===== src/rtl/hamming_uart_pkg.sv =====
// Shared definitions for the Hamming(7,4)-over-UART transmit and receive paths.
// Holds the frame state encoding, the line levels and the codeword bit layout.
package hamming_uart_pkg;

  typedef enum logic [1:0] {
    IDLE  = 2'd0,
    START = 2'd1,
    DATA  = 2'd2,
    STOP  = 2'd3
  } state_e;

  localparam logic START_BIT = 1'b0;
  localparam logic STOP_BIT  = 1'b1;
  localparam int   CODE_BITS = 7;

  // Codeword bit k holds Hamming position k+1; parity bits sit at positions 1, 2 and 4.
  localparam int P1_POS = 0;
  localparam int P2_POS = 1;
  localparam int D0_POS = 2;
  localparam int P4_POS = 3;
  localparam int D1_POS = 4;
  localparam int D2_POS = 5;
  localparam int D3_POS = 6;

endpackage


===== src/rtl/hamming_encoder_74.sv =====
// Combinational Hamming(7,4) encoder with optional single-bit error injection.
// inject_pos = n (1..7) inverts codeword bit n-1; 0 leaves the codeword clean.
module hamming_encoder_74
  import hamming_uart_pkg::*;
(
  input  logic [3:0]           data_in,
  input  logic [2:0]           inject_pos,
  output logic [CODE_BITS-1:0] code
);

  logic [CODE_BITS-1:0] clean;
  logic [CODE_BITS-1:0] flip;

  always_comb begin
    clean         = '0;
    clean[P1_POS] = data_in[0] ^ data_in[1] ^ data_in[3];
    clean[P2_POS] = data_in[0] ^ data_in[2] ^ data_in[3];
    clean[P4_POS] = data_in[1] ^ data_in[2] ^ data_in[3];
    clean[D0_POS] = data_in[0];
    clean[D1_POS] = data_in[1];
    clean[D2_POS] = data_in[2];
    clean[D3_POS] = data_in[3];

    flip = '0;
    if (inject_pos != 3'd0) begin
      flip[inject_pos - 3'd1] = 1'b1;
    end

    code = clean ^ flip;
  end

endmodule


===== src/rtl/hamming_uart_tx.sv =====
// UART transmitter for Hamming(7,4) codewords: start bit, 7 code bits LSB first, stop bit.
// tx and busy are registered from the current state, so the line trails the FSM by one cycle.
module hamming_uart_tx
  import hamming_uart_pkg::*;
#(
  parameter int CLKS_PER_BIT = 16
) (
  input  logic                 clk,
  input  logic                 rst_n,
  input  logic                 ena,
  input  logic [3:0]           data_in,
  input  logic [2:0]           inject_pos,
  input  logic                 in_valid,
  output logic                 in_ready,
  output logic                 tx,
  output logic                 busy,
  output logic [2:0]           bit_idx,
  output logic [CODE_BITS-1:0] code_out
);

  localparam int               CNT_W    = $clog2(CLKS_PER_BIT);
  localparam logic [CNT_W-1:0] CNT_LAST = CNT_W'(CLKS_PER_BIT - 1);
  localparam logic [2:0]       IDX_LAST = 3'(CODE_BITS - 1);

  state_e               state_q, state_d;
  logic [CNT_W-1:0]     cnt_q, cnt_d;
  logic [2:0]           bit_idx_q, bit_idx_d;
  logic [CODE_BITS-1:0] code_q, code_d;
  logic                 tx_q, tx_d;
  logic                 busy_q, busy_d;

  logic [CODE_BITS-1:0] enc_code;
  logic                 accept;
  logic                 bit_done;

  hamming_encoder_74 u_encoder (
    .data_in    (data_in),
    .inject_pos (inject_pos),
    .code       (enc_code)
  );

  // rst_n is folded in so nothing is offered while reset is held.
  assign in_ready = rst_n && ena && (state_q == IDLE);
  assign accept   = in_valid && in_ready;
  assign bit_done = (cnt_q == CNT_LAST);

  always_comb begin
    state_d   = state_q;
    cnt_d     = cnt_q;
    bit_idx_d = bit_idx_q;
    code_d    = code_q;
    tx_d      = tx_q;
    busy_d    = busy_q;

    if (ena) begin
      busy_d = (state_q != IDLE);
      tx_d   = STOP_BIT;
      cnt_d  = bit_done ? '0 : cnt_q + 1'b1;

      case (state_q)
        IDLE: begin
          cnt_d = '0;
          if (accept) begin
            code_d    = enc_code;
            bit_idx_d = 3'd0;
            state_d   = START;
          end
        end

        START: begin
          tx_d = START_BIT;
          if (bit_done) begin
            bit_idx_d = 3'd0;
            state_d   = DATA;
          end
        end

        DATA: begin
          tx_d = code_q[bit_idx_q];
          if (bit_done) begin
            if (bit_idx_q == IDX_LAST) begin
              bit_idx_d = 3'd0;
              state_d   = STOP;
            end else begin
              bit_idx_d = bit_idx_q + 3'd1;
            end
          end
        end

        STOP: begin
          tx_d = STOP_BIT;
          if (bit_done) begin
            state_d = IDLE;
          end
        end

        default: begin
          cnt_d   = '0;
          state_d = IDLE;
        end
      endcase
    end
  end

  always_ff @(posedge clk) begin
    if (!rst_n) begin
      state_q   <= IDLE;
      cnt_q     <= '0;
      bit_idx_q <= 3'd0;
      code_q    <= '0;
      tx_q      <= STOP_BIT;
      busy_q    <= 1'b0;
    end else begin
      state_q   <= state_d;
      cnt_q     <= cnt_d;
      bit_idx_q <= bit_idx_d;
      code_q    <= code_d;
      tx_q      <= tx_d;
      busy_q    <= busy_d;
    end
  end

  assign tx       = tx_q;
  assign busy     = busy_q;
  assign bit_idx  = bit_idx_q;
  assign code_out = code_q;

endmodule


===== config.mk =====
export PLATFORM = sky130hd
export DESIGN_NAME = hamming_uart_tx
export DESIGN_NICKNAME = d
export VERILOG_FILES = /design/src/rtl/hamming_uart_pkg.sv /design/src/rtl/hamming_encoder_74.sv /design/src/rtl/hamming_uart_tx.sv
export SDC_FILE = /design/constraint.sdc
export NUM_CORES = 1
export LEC_CHECK = 0
export BUFFER_PORTS_ARGS = -buffer_cell sky130_fd_sc_hd__buf_4
export CORE_MARGIN = 5
export CORE_UTILIZATION = 36
export CTS_CLUSTER_DIAMETER = 30
export CTS_CLUSTER_SIZE = 16
export DETAILED_ROUTE_END_ITERATION = 10
export RECOVER_POWER = 100
export SLEW_MARGIN = 20
export SYNTH_ARGS = -nofsm -noshare
export SYNTH_HDL_FRONTEND = slang
export SYNTH_HIERARCHICAL = 1
export SYNTH_SLANG_ARGS = --single-unit

===== constraint.sdc =====
create_clock -name clk -period 3.75 [get_ports clk]
set_clock_uncertainty 0.05 [all_clocks]
set_input_delay 0.75 -clock clk [delete_from_list [all_inputs] [get_ports clk]]
set_output_delay 0.75 -clock clk [all_outputs]
set_load 0.05 [all_outputs]

# Yosys cells after proc, flatten, opt, wreduce, memory -nomap -nowiden
# Cells that the tools add are included.
[totals] register_bits=18 wordCells=59
[op_classes] n_addsub=3 order_cmp=3 n_eq_ne=10 n_mux=19 n_bitwise=7 n_reduce_logical=11
[op_table] op="$mux W3" count=4
[op_table] op="$mux W2" count=5
[op_table] op="$ne A2 B2 Y1 const B" count=5
[op_table] op="$pmux W3 S3" count=1
[op_table] op="$lt A3 B4 Y1 const B" count=2
[op_table] op="$mux W4" count=2
[op_table] op="$pmux W2 S4" count=1
[op_table] op="$mux W7" count=1
[op_table] op="$xor A7 B7 Y7" count=1
[op_table] op="$reduce_and A6 Y1" count=1
[op_table] op="$reduce_bool A3 Y1" count=2
[op_table] op="$xor A1 B1 Y1" count=6
[op_table] op="$reduce_and A5 Y1" count=1
[op_table] op="$add A4 B1 Y4 const B" count=1
[op_table] op="$eq A2 B2 Y1 const B" count=2
[op_table] op="$eq A4 B4 Y1 const B" count=1
[op_table] op="$logic_and A1 B1 Y1" count=4
[op_table] op="$add A3 B1 Y3 const B" count=1
[op_table] op="$bmux W1 S3" count=1
[op_table] op="$demux W1 S3" count=1
[op_table] op="$eq A3 B3 Y1 const B" count=1
[op_table] op="$ge A3 B1 Y1 const B" count=1
[op_table] op="$reduce_and A3 Y1" count=1
[op_table] op="$sub A3 B1 Y3 const B" count=1
[op_table] op="other kinds (5)" count=6

# Depth between registers and ports, before layout
[logic_depth] word_depth=7 mapped_depth=7 ltp_nobuf=7

# By module
# The synthesis kept the hierarchy.
[by_module_without_submodules] module="hamming_uart_tx" instances=1 cells_each=118 area_per_inst_um2=1006.0
[by_module_without_submodules] module="hamming_encoder_74" instances=1 cells_each=30 area_per_inst_um2=235.2

# Least setup slack after synthesis
# Ideal clock, no wire load.
[synth_path] path_kind="input port to output port" startpoint="input ena" endpoint="output in_ready" arrival_time_ps=1476 required_time_ps=2950 slack_ps=1474 path_stages=2 path_buffers=1 path_cell_list="clkbuf_1 -> and3_1"
[synth_between] elab_chain_cells=2
[synth_rtl] element="start: declaration" line="hamming_uart_tx.sv:10" rtl="input logic ena,"
[synth_rtl] element="$logic_and A1 B1 Y1 (2 in series)" line="hamming_uart_tx.sv:43" rtl="assign in_ready = rst_n && ena && (state_q == IDLE);"
[synth_rtl] element="end: declaration" line="hamming_uart_tx.sv:14" rtl="output logic in_ready,"
# No other way between the ends.

# Worst setup path after layout
[layout_path] startpoint="register state_q[0]" endpoint="output in_ready"
[layout_between] elab_chain_cells=2
[layout_rtl] element="start: declaration" line="hamming_uart_tx.sv:25" rtl="state_e state_q, state_d;"
[layout_rtl] element="start signal: assignment" line="hamming_uart_tx.sv:114" rtl="state_q <= state_d;"
[layout_rtl] element="$logic_not A2 Y1" line="hamming_uart_tx.sv:43"
[layout_rtl] element="$logic_and A1 B1 Y1" line="hamming_uart_tx.sv:43"
# No other way between the ends.

==> report_table.html <==
<table>
<tr><th>Metric</th><th>Value</th></tr>
<tr><th colspan="2">Worst setup path</th></tr>
<tr><td>Number of cells on the worst reg-to-reg path</td><td>5</td></tr>
<tr><td>Worst endpoint data arrival time</td><td>1890 ps</td></tr>
<tr><td>Critical register-to-register path startpoint</td><td>state_q[0]</td></tr>
<tr><td>Kind of end point of the critical path</td><td>primary output</td></tr>
<tr><td>Cell with the largest stage delay on the worst path</td><td>clkbuf_1</td></tr>
<tr><td>CP top delay family</td><td>buffers and inverters</td></tr>
<tr><td>CP peak stage delay</td><td>approximately 470 ps</td></tr>
<tr><td>Critical path, cell by cell</td><td>inv_1, ha_1, and3_1, clkbuf_1</td></tr>
<tr><td>Worst Path Required</td><td>around 3000 ps</td></tr>
<tr><td>Endpoint of the worst-slack reg-to-reg timing path</td><td>state_q[0]</td></tr>
<tr><td>Maximum fanout encountered on the critical timing path</td><td>12</td></tr>
<tr><td>CP startpoint kind</td><td>flip-flop</td></tr>
<tr><td>Worst Path Buf+Inv</td><td>2</td></tr>
<tr><td>Reg2Reg Setup Slack</td><td>approximately 1800 ps</td></tr>
<tr><td>Kind of critical path</td><td>reg2out</td></tr>
<tr><th colspan="2">Pwr</th></tr>
<tr><td>Switching share of power</td><td>0.317</td></tr>
<tr><td>Proportion of power drawn by flip-flops and latches</td><td>0.458</td></tr>
<tr><td>Leakage power</td><td>between 0.5 and 0.6 nW</td></tr>
<tr><td>Max IR drop VDD</td><td>around 110 uV</td></tr>
<tr><td>Combinational power share</td><td>0.273</td></tr>
<tr><td>Clk network pwr share</td><td>0.269</td></tr>
<tr><td>Internal power summed over all cells</td><td>0.000305 W</td></tr>
<tr><td>Total net switching power</td><td>about 0.00014 W</td></tr>
<tr><td>Power density over cell area</td><td>between 300 and 400 nW/um^2</td></tr>
<tr><th colspan="2">Worst hold path</th></tr>
<tr><td>Tightest Hold Check Type</td><td>reg2reg</td></tr>
<tr><td>Number of instances on the worst hold path</td><td>2</td></tr>
<tr><td>Hold Path End</td><td>code_out[4]</td></tr>
<tr><td>Start point of the worst hold path</td><td>code_out[4]</td></tr>
<tr><th colspan="2">Yosys</th></tr>
<tr><td>Count leader, synth</td><td>nand2_1</td></tr>
<tr><td>Prevailing post-synth register cell</td><td>dfxtp_1</td></tr>
<tr><td>#FFs+latches synth</td><td>18</td></tr>
<tr><td>Post-synthesis cell count</td><td>approximately 150</td></tr>
<tr><td>Register area share after synthesis</td><td>0.290</td></tr>
<tr><td>Average size of a mapped cell</td><td>between 8 and 9 um^2</td></tr>
<tr><td>Top cell type by total area after synthesis</td><td>dfxtp_1</td></tr>
<tr><td>Area contributors post-synth</td><td>dfxtp_1, ha_1, nand2_1, xnor2_1, a21boi_0</td></tr>
<tr><td>Share of Yosys cell area claimed by the top area cell type</td><td>0.290</td></tr>
<tr><td>Count of flip-flops with a built-in enable after synthesis</td><td>0</td></tr>
<tr><td>Netlist Area Pre-Place</td><td>1240 um^2</td></tr>
<tr><td>Synth cell types</td><td>40</td></tr>
<tr><td>Fraction of synthesis flops using an asynchronous set or reset pin</td><td>0</td></tr>
<tr><td>Synth warnings</td><td>6</td></tr>
<tr><td>Most frequent cells after synthesis</td><td>nand2_1, dfxtp_1, a21boi_0</td></tr>
<tr><td>Total nets after synthesis</td><td>roughly 170</td></tr>
<tr><th colspan="2">Global routing</th></tr>
<tr><td>Global-route total usage across every layer</td><td>0.123</td></tr>
<tr><td>Pin count of the biggest net entering global routing</td><td>26</td></tr>
<tr><td>Number of global-route vias before repair</td><td>approximately 1000</td></tr>
<tr><td>Global-route wire length before repair</td><td>4.50 mm</td></tr>
<tr><td>Number of antenna violations at the first check in global routing</td><td>0</td></tr>
<tr><td>Total grt overflow</td><td>0</td></tr>
<tr><th colspan="2">Floorplanning</th></tr>
<tr><td>Starting density of the core</td><td>0.372</td></tr>
<tr><td>Row cnt</td><td>21</td></tr>
<tr><td>I/O pin count</td><td>24</td></tr>
<tr><td>Chip Height</td><td>just under 70 um</td></tr>
<tr><td>Area enclosed by the die boundary</td><td>4720 um^2</td></tr>
<tr><td>Core region area</td><td>about 3300 um^2</td></tr>
<tr><td>Width of the die</td><td>around 69 um</td></tr>
<tr><th colspan="2">Route</th></tr>
<tr><td>DR vias</td><td>approximately 1100</td></tr>
<tr><td>Total Routed Length</td><td>between 2 and 3 mm</td></tr>
<tr><td>ANT nets after route</td><td>0</td></tr>
<tr><td>Vias per Instance</td><td>4.99</td></tr>
<tr><td>Wire length per cell after detailed routing</td><td>about 13 um</td></tr>
<tr><td>First-pass iteration count of the detailed router</td><td>4</td></tr>
<tr><td>Number of remaining DRC errors</td><td>0</td></tr>
<tr><td>Number of violations reported at the end of detailed-routing iteration 0</td><td>84</td></tr>
<tr><th colspan="2">Clocking</th></tr>
<tr><td>Library cell used as clock root buffer</td><td>clkbuf_4</td></tr>
<tr><td>Number of hold buffers added after cts</td><td>0</td></tr>
<tr><td>TritonCTS Buffers</td><td>3</td></tr>
<tr><td>CTS-repair resized insts</td><td>0</td></tr>
<tr><td>Clock latency of the later-clocked register in the worst-skew pair</td><td>~290 ps</td></tr>
<tr><td>Clock tree from TritonCTS</td><td>done</td></tr>
<tr><td>Clock sink count</td><td>18</td></tr>
<tr><td>Post-CTS Setup Inserts</td><td>0</td></tr>
<tr><td>Htree depth</td><td>1</td></tr>
<tr><td>Clk buf depth</td><td>2</td></tr>
<tr><td>Clock-pin slew on the worst setup and hold paths</td><td>between 100 and 150 ps</td></tr>
<tr><th colspan="2">Place</th></tr>
<tr><td>Port-buffer cells</td><td>23</td></tr>
<tr><td>HPWL reported at the end of detailed placement</td><td>between 2 and 2.5 mm</td></tr>
<tr><td>Post-placement cell count</td><td>about 210</td></tr>
<tr><td>Gp weighted congestion</td><td>0.806</td></tr>
<tr><th colspan="2">Status</th></tr>
<tr><td>Run status</td><td>finished, final reports clean</td></tr>
<tr><th colspan="2">Layout</th></tr>
<tr><td>Final nets</td><td>187</td></tr>
<tr><td>Post-route non-filler standard cell count</td><td>~210</td></tr>
<tr><td>Area overhead of the layout relative to synthesis</td><td>13.3%</td></tr>
<tr><td>Antenna Diode Count</td><td>0</td></tr>
<tr><td>Fraction of final layout cells with drive strength greater than 1</td><td>0.114</td></tr>
<tr><th colspan="2">STA</th></tr>
<tr><td>Accumulated negative setup slack</td><td>0 ps</td></tr>
<tr><td>Min cycle time layout</td><td>2690 ps</td></tr>
<tr><td>Fin crit share</td><td>0.718</td></tr>
<tr><td>Total count of max-transition violations in the final report</td><td>0</td></tr>
<tr><td>Endpoints failing setup</td><td>0</td></tr>
<tr><td>Unrepaired setup endpoints after global routing</td><td>false</td></tr>
<tr><td>Worst max-slew margin expressed relative to the limit</td><td>0.597</td></tr>
<tr><td>Transition time at the pin with the least slew margin</td><td>~600 ps</td></tr>
<tr><td>Number of endpoints with negative hold slack in the final report</td><td>0</td></tr>
<tr><td>Maximum frequency from static timing analysis</td><td>about 370 MHz</td></tr>
<tr><th colspan="2">Job</th></tr>
<tr><td>Max_cap viols</td><td>0</td></tr>
</table>
-- metrics by stage --
stage                     power (W)  area, um^2   util  hold slack, ps  worst slack, ps
after floorplan            0.000302        1240      -             421             1470
after CTS                  0.000463        1470  0.440             444             1320
after global placement     0.000336        1430  0.429             429             1530
final                      0.000447        1410  0.421             439             1060
after detailed placement   0.000338        1430  0.429             429             1480
after global routing       0.000475        1410  0.421             474              899
-- power groups by stage --
stage	logic, W	registers, W	clock network [W]
finish	0.000122	0.000205	0.000120
detailed placement	0.000129	0.000209	0
global placement	0.000126	0.000209	0
global route	0.000136	0.000207	0.000133
CTS	0.000129	0.000205	0.000129
floorplan	0.0000770	0.000225	0
-- per-layer routing --
| layer | track usage | vias to the layer above | wire [um] |
|---|---|---|---|
| li1 | - | 555 | - |
| met5 | 0 | - | 0 |
| met4 | 0.0608 | 0 | 40 |
| met3 | 0.0130 | 4 | 98 |
| met1 | 0.140 | 485 | 1190 |
| met2 | 0.225 | 19 | 1340 |
-- cell usage in the layout (no fill, tap or decap), types with 2 or more instances in the layout --
cell type  netlist  final
inv_1            5      5
o21ai_0          7      8
o211ai_1         4      4
nand2b_1         3      3
a21oi_1          5      5
buf_4            0      9
nor3_1           2      2
dfxtp_1         18     18
nand4_1          2      2
o21bai_1         2      2
ha_1             8      8
clkbuf_1         6     14
nor2b_1          3      3
clkbuf_4         0      3
o31ai_1          2      2
nand2_1         24     24
xor2_1           3      3
a21boi_0        10     10
xnor2_1          9      9
and2b_2          2      2
mux2i_1          6      6
nor3b_1          3      3
and3_1           3      3
nor2_1           3      3
-- tightest hold or removal path, delay by kind of cell (launching register included) --
family	cells	cell delay, ps
flip-flops	1	340
AO/OA/AOI/OAI	1	60
AND/OR/NAND/NOR	1	50
-- area by class of cell --
class                      instances  area, um^2
clock buffer                       4        36.3
fill                             343        1930
sequential                        18         360
multi-input combinational        117         813
inverter                           5        18.8
tap                               46        57.6
timing repair buffer              23         120
-- flip-flops by register name, summed over array words and instances, names as in the netlist --
signal / cells
bit_idx: 3
cnt_q: 4
tx: 1
state_q: 2
busy: 1
code_out: 7
-- how the worst max path moves through the flow --
stage	startpoint	to	cells past startpoint
2_1_floorplan	ena	in_ready	2
3_3_place_gp	inject_pos[0]	code_out[2]	8
3_5_place_dp	inject_pos[0]	code_out[2]	8
4_1_cts	state_q[0]	in_ready	4
5_1_grt	state_q[0]	in_ready	4
6_report	state_q[0]	in_ready	4
-- logic make-up after synthesis --
group | count (synthesis) | share of synthesized area
XOR/XNOR | 12 | 0.0847
buffers and inverters | 13 | 0.0464
multiplexers | 7 | 0.0665
adder cells (fa/ha/maj) | 8 | 0.0806
AO/OA/AOI/OAI | 38 | 0.211
AND/OR/NAND/NOR | 52 | 0.221
flip-flops | 18 | 0.290
Note: power is estimated with default switching activity, not from simulation.
